$ cat src/rtl/serial_frame_rx_pkg.sv
// Shared frame-format definitions for the serial frame receiver:
// FSM state codes, default frame geometry and the synchronized pin bundle.
package serial_frame_rx_pkg;

    localparam int FRAME_W_DEF = 16;
    localparam int ADDR_W_DEF  = 4;

    localparam logic [1:0] ST_IDLE  = 2'b00;
    localparam logic [1:0] ST_SHIFT = 2'b01;
    localparam logic [1:0] ST_DONE  = 2'b10;

    typedef struct packed {
        logic clk;
        logic cs;
        logic da;
    } ser_pins_t;

    // Bus-idle pin levels: chip select deasserted, clock and data low.
    localparam ser_pins_t PINS_IDLE = '{clk: 1'b0, cs: 1'b1, da: 1'b0};

endpackage

$ cat src/rtl/serial_frame_rx_sync_fifo.sv
// Small show-ahead synchronous FIFO; head entry is visible on o_rd_data whenever not empty.
module sync_fifo #(
    parameter int WIDTH = 16,
    parameter int DEPTH = 4
) (
    input  logic             clk,
    input  logic             rst,
    input  logic             i_push,
    input  logic [WIDTH-1:0] i_wr_data,
    input  logic             i_pop,
    output logic [WIDTH-1:0] o_rd_data,
    output logic             o_full,
    output logic             o_empty
);

    localparam int AW = $clog2(DEPTH);
    localparam int CW = AW + 1;

    logic [WIDTH-1:0] r_mem [DEPTH];
    logic [AW-1:0]    r_wr_ptr;
    logic [AW-1:0]    r_rd_ptr;
    logic [CW-1:0]    r_count;
    logic             w_do_push;
    logic             w_do_pop;

    assign o_full    = (r_count == CW'(DEPTH));
    assign o_empty   = (r_count == '0);
    // A pop frees a slot in the same cycle, so a full FIFO still accepts a push alongside it.
    assign w_do_pop  = i_pop & ~o_empty;
    assign w_do_push = i_push & (~o_full | w_do_pop);
    assign o_rd_data = r_mem[r_rd_ptr];

    always_ff @(posedge clk or negedge rst) begin
        if (!rst) begin
            r_wr_ptr <= '0;
            r_rd_ptr <= '0;
            r_count  <= '0;
        end else begin
            if (w_do_push) r_wr_ptr <= r_wr_ptr + AW'(1);
            if (w_do_pop)  r_rd_ptr <= r_rd_ptr + AW'(1);
            case ({w_do_push, w_do_pop})
                2'b10:   r_count <= r_count + CW'(1);
                2'b01:   r_count <= r_count - CW'(1);
                default: r_count <= r_count;
            endcase
        end
    end

    // NOTE: storage has no reset; the pointers and count define which entries are valid.
    always_ff @(posedge clk) begin
        if (w_do_push) r_mem[r_wr_ptr] <= i_wr_data;
    end

endmodule

$ cat src/rtl/serial_frame_rx.sv
// Receiver for the cs/clk/data serial frame: synchronizes the pins, shifts in MSB-first
// frames, checks their length and queues good frames for a valid/ready consumer.
module serial_frame_rx
    import serial_frame_rx_pkg::*;
#(
    parameter int FRAME_W     = FRAME_W_DEF,
    parameter int ADDR_W      = ADDR_W_DEF,
    parameter int FIFO_DEPTH  = 4,
    parameter int SYNC_STAGES = 2
) (
    input  logic                      clk,
    input  logic                      rst,
    input  logic                      ser_clk,
    input  logic                      ser_cs,
    input  logic                      ser_da,
    input  logic                      out_ready,
    output logic                      out_valid,
    output logic [ADDR_W-1:0]         out_addr,
    output logic [FRAME_W-ADDR_W-1:0] out_data,
    output logic                      frame_err,
    output logic                      overflow,
    output logic                      busy,
    output logic [1:0]                state_o
);

    localparam int CNT_W   = $clog2(FRAME_W + 2);
    localparam int FLUSH   = SYNC_STAGES + 1;
    localparam int FLUSH_W = $clog2(FLUSH + 1);

    ser_pins_t          r_sync [SYNC_STAGES];
    logic               r_hist_clk;
    logic               r_hist_cs;
    logic [FLUSH_W-1:0] r_flush_cnt;

    logic [1:0]         r_state;
    logic [FRAME_W-1:0] r_shreg;
    logic [CNT_W-1:0]   r_cnt;
    logic               r_frame_err;
    logic               r_overflow;

    ser_pins_t          w_pins;
    ser_pins_t          w_now;
    logic               w_flushed;
    logic               w_clk_rise;
    logic               w_cs_fall;
    logic               w_cs_rise;
    logic               w_push;
    logic               w_full;
    logic               w_empty;
    logic [FRAME_W-1:0] w_head;

    assign w_pins = '{clk: ser_clk, cs: ser_cs, da: ser_da};
    assign w_now  = r_sync[SYNC_STAGES-1];

    // NOTE: every flop here uses non-blocking assignment so all stages update from pre-edge values.
    always_ff @(posedge clk or negedge rst) begin
        if (!rst) begin
            for (int i = 0; i < SYNC_STAGES; i++) r_sync[i] <= PINS_IDLE;
            r_hist_clk  <= PINS_IDLE.clk;
            r_hist_cs   <= PINS_IDLE.cs;
            r_flush_cnt <= '0;
        end else begin
            r_sync[0] <= w_pins;
            for (int i = 1; i < SYNC_STAGES; i++) r_sync[i] <= r_sync[i-1];
            r_hist_clk <= w_now.clk;
            r_hist_cs  <= w_now.cs;
            if (r_flush_cnt != FLUSH_W'(FLUSH)) r_flush_cnt <= r_flush_cnt + FLUSH_W'(1);
        end
    end

    // Until the chain and history flop hold real pin samples, the reset value cs=1 would fake a
    // cs_fall when cs is already low at release; that frame must wait for a genuine fall.
    assign w_flushed  = (r_flush_cnt == FLUSH_W'(FLUSH));
    assign w_clk_rise = w_now.clk & ~r_hist_clk;
    assign w_cs_fall  = ~w_now.cs & r_hist_cs & w_flushed;
    assign w_cs_rise  = w_now.cs & ~r_hist_cs;

    always_ff @(posedge clk or negedge rst) begin
        if (!rst) begin
            r_state     <= ST_IDLE;
            r_shreg     <= '0;
            r_cnt       <= '0;
            r_frame_err <= 1'b0;
        end else begin
            r_frame_err <= 1'b0;
            case (r_state)
                ST_IDLE: begin
                    if (w_cs_fall) begin
                        r_state <= ST_SHIFT;
                        r_shreg <= '0;
                        r_cnt   <= '0;
                    end
                end
                ST_SHIFT: begin
                    // A clock edge coinciding with cs_rise still contributes its bit.
                    if (w_clk_rise) begin
                        r_shreg <= {r_shreg[FRAME_W-2:0], w_now.da};
                        if (r_cnt != CNT_W'(FRAME_W + 1)) r_cnt <= r_cnt + CNT_W'(1);
                    end
                    if (w_cs_rise) r_state <= ST_DONE;
                end
                ST_DONE: begin
                    r_frame_err <= (r_cnt != CNT_W'(FRAME_W));
                    r_state     <= ST_IDLE;
                end
                default: r_state <= ST_IDLE;
            endcase
        end
    end

    assign w_push = (r_state == ST_DONE) && (r_cnt == CNT_W'(FRAME_W));

    always_ff @(posedge clk or negedge rst) begin
        if (!rst) r_overflow <= 1'b0;
        else      r_overflow <= w_push & w_full & ~out_ready;
    end

    sync_fifo #(
        .WIDTH (FRAME_W),
        .DEPTH (FIFO_DEPTH)
    ) u_fifo (
        .clk       (clk),
        .rst       (rst),
        .i_push    (w_push),
        .i_wr_data (r_shreg),
        .i_pop     (out_ready),
        .o_rd_data (w_head),
        .o_full    (w_full),
        .o_empty   (w_empty)
    );

    // Head fields are forced to zero while empty so the outputs never expose stale storage.
    assign out_valid = ~w_empty;
    assign out_addr  = w_empty ? '0 : w_head[FRAME_W-1 -: ADDR_W];
    assign out_data  = w_empty ? '0 : w_head[FRAME_W-ADDR_W-1:0];
    assign frame_err = r_frame_err;
    assign overflow  = r_overflow;
    assign busy      = (r_state != ST_IDLE);
    assign state_o   = r_state;

endmodule

$ cat config.mk
export PLATFORM = sky130hd
export DESIGN_NAME = serial_frame_rx
export DESIGN_NICKNAME = d
export VERILOG_FILES = /design/src/rtl/serial_frame_rx_pkg.sv /design/src/rtl/serial_frame_rx_sync_fifo.sv /design/src/rtl/serial_frame_rx.sv
export SDC_FILE = /design/constraint.sdc
export NUM_CORES = 1
export LEC_CHECK = 0
export CORE_UTILIZATION = 25
export DETAILED_ROUTE_END_ITERATION = 10
export GPL_TIMING_DRIVEN = 0
export REMOVE_ABC_BUFFERS = 1
export SYNTH_ARGS = -nofsm -noshare
export SYNTH_HDL_FRONTEND = slang
export SYNTH_SLANG_ARGS = --single-unit
$ cat constraint.sdc
create_clock -name clk -period 3.85 [get_ports clk]
set_input_delay 0.77 -clock clk [delete_from_list [all_inputs] [get_ports clk]]
set_output_delay 0.77 -clock clk [all_outputs]
set_load 0.05 [all_outputs]
==> out/results.ini, run 1 <==
[yosys]
synthArstFlopShare = 0.396
synth_area_um2 = 4360
synth_cell_types = 41
ys.warnings.count = 0
synth_area_per_cell_um2 = 16.1
synth_seq_cells = 106
synthCells = 271
synth_ff_type = edfxtp_1
yosysSeqAreaShare = 0.683
synth-edff-count = 64

[placement]
portBuffers = 27
gp_congestion = 0.709
dp_hpwl_um = 4370

[sta]
worst_clock_skew_ns = 0.00516
finalSetupViolCount = 0
rsz0062_at_grt = false
hold_violations = 0
period_needed_ns = 3.39
slew_headroom = 0.387
slew_viol_final = 0
tightest_slew_ns = 0.920
fmaxAchievable_mhz = 295
tns_ns = 0
post-route-period-util = 0.879

[pwr]
switchingPower_w = 0.000542
swShare = 0.230
intPower_w = 0.00181
comb_power_share = 0.062
seq_power_share = 0.545
ir_worst_vdd_uv = 235
leakagePower_nw = 1.84
pwr-share-clk = 0.393
powerDensity_nw_per_um2 = 456

[global_routing]
met1_usage = 0.111
antenna_found_initial = 0
grtUsageMet3 = 0.0246
grt_use_total = 0.0881
overflow = 0
grt_pass1_vias = 2232
grt_busiest_layer = met2
grt_max_degree = 28
use_met2 = 0.142
grt_first_pass_wirelength_um = 11900

[routing]
drtIter0Drc = 78
antenna_left = 0
drt_pass1_iterations = 4
wire_per_inst_um = 13.7
drcViolationCount = 0
drt_wl_total_um = 7170
viasPerCell = 4.12
vias = 2156

[clock_network]
cts.reportedPaths.clkPinSlew_ns = 0.07
cts_tree = done
cts_buffer_depth = 2
cts_root_buf = clkbuf_16
clk_latency_ns = 0.34
postCtsSetupRepairBufs = 0
cts.sinks = 106
cts_made_buffers = 9
cts_hold_buf = 0
htree_levels = 3
cts_resized = 1

[worst_hold_path]
min_to = r_sync[2]$_DFF_PN0_
min_from = r_sync[5]$_DFF_PN0_
hold_path.class = register to register
hold-path-cell-count = 0

[floorplan]
die-area_um2 = 18000
die_h_um = 134
core_um2 = 16800
fp.dieW_um = 134
io_pins = 28
row_count = 47
start_util = 0.259

[job]
cap_viol_max_count = 0

[setup_path]
r2r-start = state_o[0]$_DFFE_PN0P_
cp_max_fo = 18
cp-start-kind = register
crit_required_ns = 3.08
r2r_end = u_fifo.r_count[2]$_DFFE_PN0P_
reg2reg_depth = 9
endpoint_kind = primary output
arrival_ns = 2.62
reg2reg_slack_ns = 1.32
crit_type = register to primary output

[layout]
final_core_util = 0.307
area_growth_pct = 18.3
nets = 314
diodes = 0
drive_gt1_frac = 0.158

[run_status]
outcome = complete, no violations

[state kept, by name, indices dropped and copies added (netlist names)]
register and count:
state_o 2, r_hist_cs 1, r_sync 6, r_hist_clk 1, u_fifo.r_mem 64, r_shreg 16, r_cnt 5, u_fifo.r_rd_ptr 2
u_fifo.r_count 3, r_flush_cnt 2, u_fifo.r_wr_ptr 2, overflow 1, frame_err 1
[critical path, stage by stage, from the launching register on]
cell and delay [ns]:
dfrtp_2 0.77, mux4_2 0.59, and2_1 0.20, clkdlybuf4s50_1 0.71
[kinds of logic after synthesis]
family,count (synthesis),synth area share
flip-flops,106,0.683
multiplexers,36,0.130
AND/OR/NAND/NOR,62,0.0853
adder cells (fa/ha/maj),10,0.0304
XOR/XNOR,7,0.0141
buffers and inverters,38,0.0379
AO/OA/AOI/OAI,12,0.0192
[cell type report]
cell class | instances | area [um2]
fillers | 1677 | 11700
flip-flops and latches | 106 | 2980
multi-input cells | 127 | 1220
repair buffers | 28 | 285
well taps | 220 | 275
clock buffers | 10 | 229
inverters | 26 | 97.6
clock inverters | 6 | 76.3
[cells in the final DEF, fill, tap and decap left out, types with 2 or more instances in the layout]
| master | n |
|---|---|
| nand4_1 | 2 |
| ha_1 | 9 |
| mux2i_1 | 18 |
| nor2_1 | 4 |
| nand2_1 | 18 |
| and2_1 | 18 |
| clkbuf_16 | 9 |
| xnor2_1 | 4 |
| dfstp_2 | 3 |
| mux4_2 | 16 |
| xor2_1 | 3 |
| clkdlybuf4s50_1 | 26 |
| dfrtp_1 | 38 |
| nand3_1 | 2 |
| nor2b_1 | 2 |
| nor4bb_1 | 3 |
| o21ai_0 | 5 |
| inv_1 | 26 |
| and2_2 | 4 |
| edfxtp_1 | 64 |
| nand4bb_1 | 2 |
| inv_6 | 2 |
[per-stage QoR]
step	area [um2]	std cells	setup slack [ns]	hold WS, ns	total power, W
after floorplan	4290	259	1.29	0.331	0.00139
after global placement	4840	506	0.398	0.334	0.00145
after detailed placement	4850	507	0.394	0.337	0.00146
after CTS	5160	523	0.388	0.352	0.00239
after global routing	5160	523	0.301	0.357	0.00245
final	5160	523	0.464	0.351	0.00235
[metal layers]
layer  part of all wire  vias to the layer above
li1                   -                     1017
met1               0.46                     1095
met2               0.49                       34
met3              0.036                       10
met4              0.017                        0
met5                  0                        -
[worst max path at each step]
stage,cells after the start,slack [ns],start,endpoint
after floorplan,2,1.29,u_fifo.r_rd_ptr[0]$_DFFE_PN0P_,out_addr[0]
after global placement,3,0.40,u_fifo.r_rd_ptr[0]$_DFFE_PN0P_,out_data[8]
after detailed placement,3,0.39,u_fifo.r_rd_ptr[0]$_DFFE_PN0P_,out_data[8]
after CTS,3,0.39,u_fifo.r_rd_ptr[0]$_DFFE_PN0P_,out_data[8]
after global routing,3,0.30,u_fifo.r_rd_ptr[0]$_DFFE_PN0P_,out_data[8]
final,3,0.46,u_fifo.r_rd_ptr[0]$_DFFE_PN0P_,out_data[8]
[power groups by stage]
| stage | sequential [W] | combinational (W) | clock [W] |
|---|---|---|---|
| after detailed placement | 0.00131 | 0.000149 | 0 |
| after global routing | 0.00129 | 0.000162 | 0.00100 |
| after global placement | 0.00130 | 0.000143 | 0 |
| after floorplan | 0.00130 | 0.0000913 | 0 |
| final | 0.00128 | 0.000146 | 0.000924 |
| after CTS | 0.00128 | 0.000149 | 0.000954 |
[Yosys cell counts (all sizes together), types with 4 or more instances]
library cell	instances	area, um2
edfxtp	64	1920
dfrtp	39	976
inv	26	97.6
and2	22	143
mux2i	18	180
nand2	18	67.6
mux4	16	360
ha	9	113
buf	7	48.8
clkbuf	5	18.8
o21ai	5	25.0
nor2	4	15.0
xnor2	4	35.0
Note: power is estimated with default switching activity, not from simulation.
==> run 2: changes to the inputs <==
Settings changed: CORE_UTILIZATION 25 to 60, PLACE_DENSITY set to 0.92, REMOVE_ABC_BUFFERS 1 to unset.
==> run 2 against run 1 <==
Effect of this change: first-iteration DRC count increased by 55%; non-clock buffer count increased by 12; core utilization increased by 41 points; fmax decreased by 4.4%; clock-buffer cell count decreased by 1; clock power decreased by 29%; critical path depth increased by 2; flip-flop and latch count unchanged; die area decreased by 58%; clock skew increased by 0.0056 ns; sequential power about the same; critical endpoint is now out_data[4]; largest power group unchanged.
==> out/results.ini, run 2 (synthesis results as in run 1) <==
[pwr]
swShare = 0.234  ; was 0.230
seq_power_share = 0.606  ; was 0.545
switchingPower_w = 0.000490  ; was 0.000542 W
powerDensity_nw_per_um2 = 421  ; was 456 nW/um2
comb_power_share = 0.082  ; was 0.062
total_power_w = 0.00209  ; was 0.00235 W
ir_worst_vdd_uv = 285  ; was 235 uV
intPower_w = 0.00160  ; was 0.00181 W
pwr-share-clk = 0.312  ; was 0.393
leakagePower_nw = 1.83  ; was 1.84 nW

[clock_network]
cts_resized = 0  ; was 1
cts_root_buf = clkbuf_8  ; was clkbuf_16
postCtsSetupRepairBufs = 0  ; unchanged
clk_latency_ns = 0.37  ; was 0.34 ns
cts.sinks = 106  ; unchanged
cts_tree = done  ; unchanged
cts_hold_buf = 0  ; unchanged
cts_made_buffers = 9  ; unchanged
cts.reportedPaths.clkPinSlew_ns = 0.09  ; was 0.07 ns
cts_buffer_depth = 2  ; unchanged
htree_levels = 3  ; unchanged

[sta]
post-route-period-util = 0.920  ; was 0.879
hold_violations = 0  ; unchanged
finalSetupViolCount = 0  ; unchanged
tns_ns = 0  ; unchanged
slew_viol_final = 0  ; unchanged
fmaxAchievable_mhz = 282  ; was 295 MHz
slew_headroom = 0.535  ; was 0.387
tightest_slew_ns = 0.697  ; was 0.920 ns
rsz0062_at_grt = false  ; unchanged
worst_clock_skew_ns = 0.0108  ; was 0.00516 ns
period_needed_ns = 3.54  ; was 3.39 ns
hold_ws_ns = 0.354  ; was 0.351 ns

[layout]
drive_gt1_frac = 0.165  ; was 0.158
area_growth_pct = 13.9  ; was 18.3%
fillers = 465  ; was 1677
instances_no_fill = 411  ; was 523
layout_common_cells = edfxtp_1 (64), dfrtp_1 (39), inv_1 (26), clkdlybuf4s50_1 (26)  ; was edfxtp_1 (64), dfrtp_1 (38), inv_1 (26), clkdlybuf4s50_1 (26)
multi_input_area_um2 = 1220  ; unchanged
design_area_um2 = 4960  ; was 5160 um2
diodes = 0  ; unchanged
largest_register_ff_count = 64  ; unchanged
largest_registers = u_fifo.r_mem: 64 flops, r_shreg: 16 flops, r_sync: 6 flops  ; unchanged
layout_commonest_cell = edfxtp_1  ; unchanged
nets = 326  ; was 314
register_area_um2 = 2980  ; about the same
largest-register = u_fifo.r_mem  ; unchanged

[global_routing]
grt_use_total = 0.213  ; was 0.0881
grt_first_pass_wirelength_um = 11500  ; was 11900 um
antenna_found_initial = 0  ; unchanged
overflow = 0  ; unchanged
grt_pass1_vias = 2316  ; was 2232
grt_max_degree = 25  ; was 28

[job]
cap_viol_max_count = 0  ; unchanged

[setup_path]
r2r_end = u_fifo.r_count[2]$_DFFE_PN0P_  ; unchanged
reg2reg_depth = 10  ; was 9
reg2reg_slack_ns = 1.39  ; was 1.32 ns
cp_max_fo = 10  ; was 18
r2r-start = u_fifo.r_count[1]$_DFFE_PN0P_  ; was state_o[0]$_DFFE_PN0P_
cp-start-kind = register  ; unchanged
crit_required_ns = 3.08  ; about the same
arrival_ns = 2.77  ; was 2.62 ns
startpoint = u_fifo.r_rd_ptr[1]$_DFFE_PN0P_  ; was u_fifo.r_rd_ptr[0]$_DFFE_PN0P_
endpoint_kind = primary output  ; unchanged
crit_type = register to primary output  ; unchanged

[routing]
wire_per_inst_um = 17.3  ; was 13.7 um
drtIter0Drc = 121  ; was 78
vias = 2262  ; was 2156
antenna_left = 0  ; unchanged
viasPerCell = 5.50  ; was 4.12
drt_wl_total_um = 7110  ; was 7170 um
drt_pass1_iterations = 4  ; unchanged
drcViolationCount = 0  ; unchanged

[floorplan]
fp.dieW_um = 87.2  ; was 134 um
start_util = 0.631  ; was 0.259
die_h_um = 87.2  ; was 134 um
die-area_um2 = 7610  ; was 18000 um2
core_um2 = 6910  ; was 16800 um2
row_count = 30  ; was 47
io_pins = 28  ; unchanged

[placement]
dp_cells = 395  ; was 507
place_area_um2 = 4770  ; was 4850 um2
portBuffers = 27  ; unchanged
gp_congestion = 0.798  ; was 0.709
dp_hpwl_um = 4780  ; was 4370 um

[worst_hold_path]
hold_path.class = input port to async pin  ; was register to register

[run_status]
outcome = complete, no violations  ; unchanged

[yosys]
syn-num-nets = 287

## run 2: through the flow
stage / setup WS (ns) / util
after CTS: 0.273 / 0.718
after global routing: 0.174 / 0.718
after detailed placement: 0.616 / 0.691
final: 0.308 / 0.718
after global placement: 0.658 / 0.688
after floorplan: 1.22 / -
## run 2: worst max-delay path: stages, from the launching register on
cell	delay, ns
dfrtp_1	0.32
buf_2	0.22
buf_1	0.57
mux4_2	0.42
and2_1	0.17
clkdlybuf4s50_1	0.70
## run 2: per-layer routing
layer  up-vias  track usage  wire length [um]
met5         -            0                 0
met4         0       0.0864               113
met3        10       0.0417               317
met2        64        0.366              3810
met1      1148        0.269              2880
li1       1040            -                 -
## run 2: how the worst max path moves through the flow
stage | to | slack, ns | cells past startpoint
global placement | u_fifo.r_count[2]$_DFFE_PN0P_ | 0.66 | 11
CTS | out_data[7] | 0.27 | 5
detailed placement | u_fifo.r_count[2]$_DFFE_PN0P_ | 0.62 | 11
floorplan | u_fifo.r_count[2]$_DFFE_PN0P_ | 1.22 | 10
finish | out_data[4] | 0.31 | 5
global route | out_data[7] | 0.17 | 5
## run 2: layout make-up
cell class                      count  share of cell area
Buffer                             12              0.0136
Tap cell                           96              0.0242
Clock inverter                      7              0.0136
Clock buffer                        9              0.0250
Timing Repair Buffer               28              0.0590
Multi-Input combinational cell    127               0.245
Inverter                           26              0.0197
Sequential cell                   106               0.600
## run 2: power by group through the flow
stage,Sequential (W),Combinational [W],Clock [W]
3_5_place_dp,0.00129,0.000174,0
3_3_place_gp,0.00129,0.000163,0
6_report,0.00127,0.000172,0.000652
4_1_cts,0.00127,0.000175,0.000667
2_1_floorplan,0.00129,0.000108,0
5_1_grt,0.00127,0.000189,0.000707
==> run 3: changes to the inputs <==
Settings changed: SLEW_MARGIN set to 20.
==> results of run 3 <==
No change in the layout: final DEF, timing and power equal those of run 2.
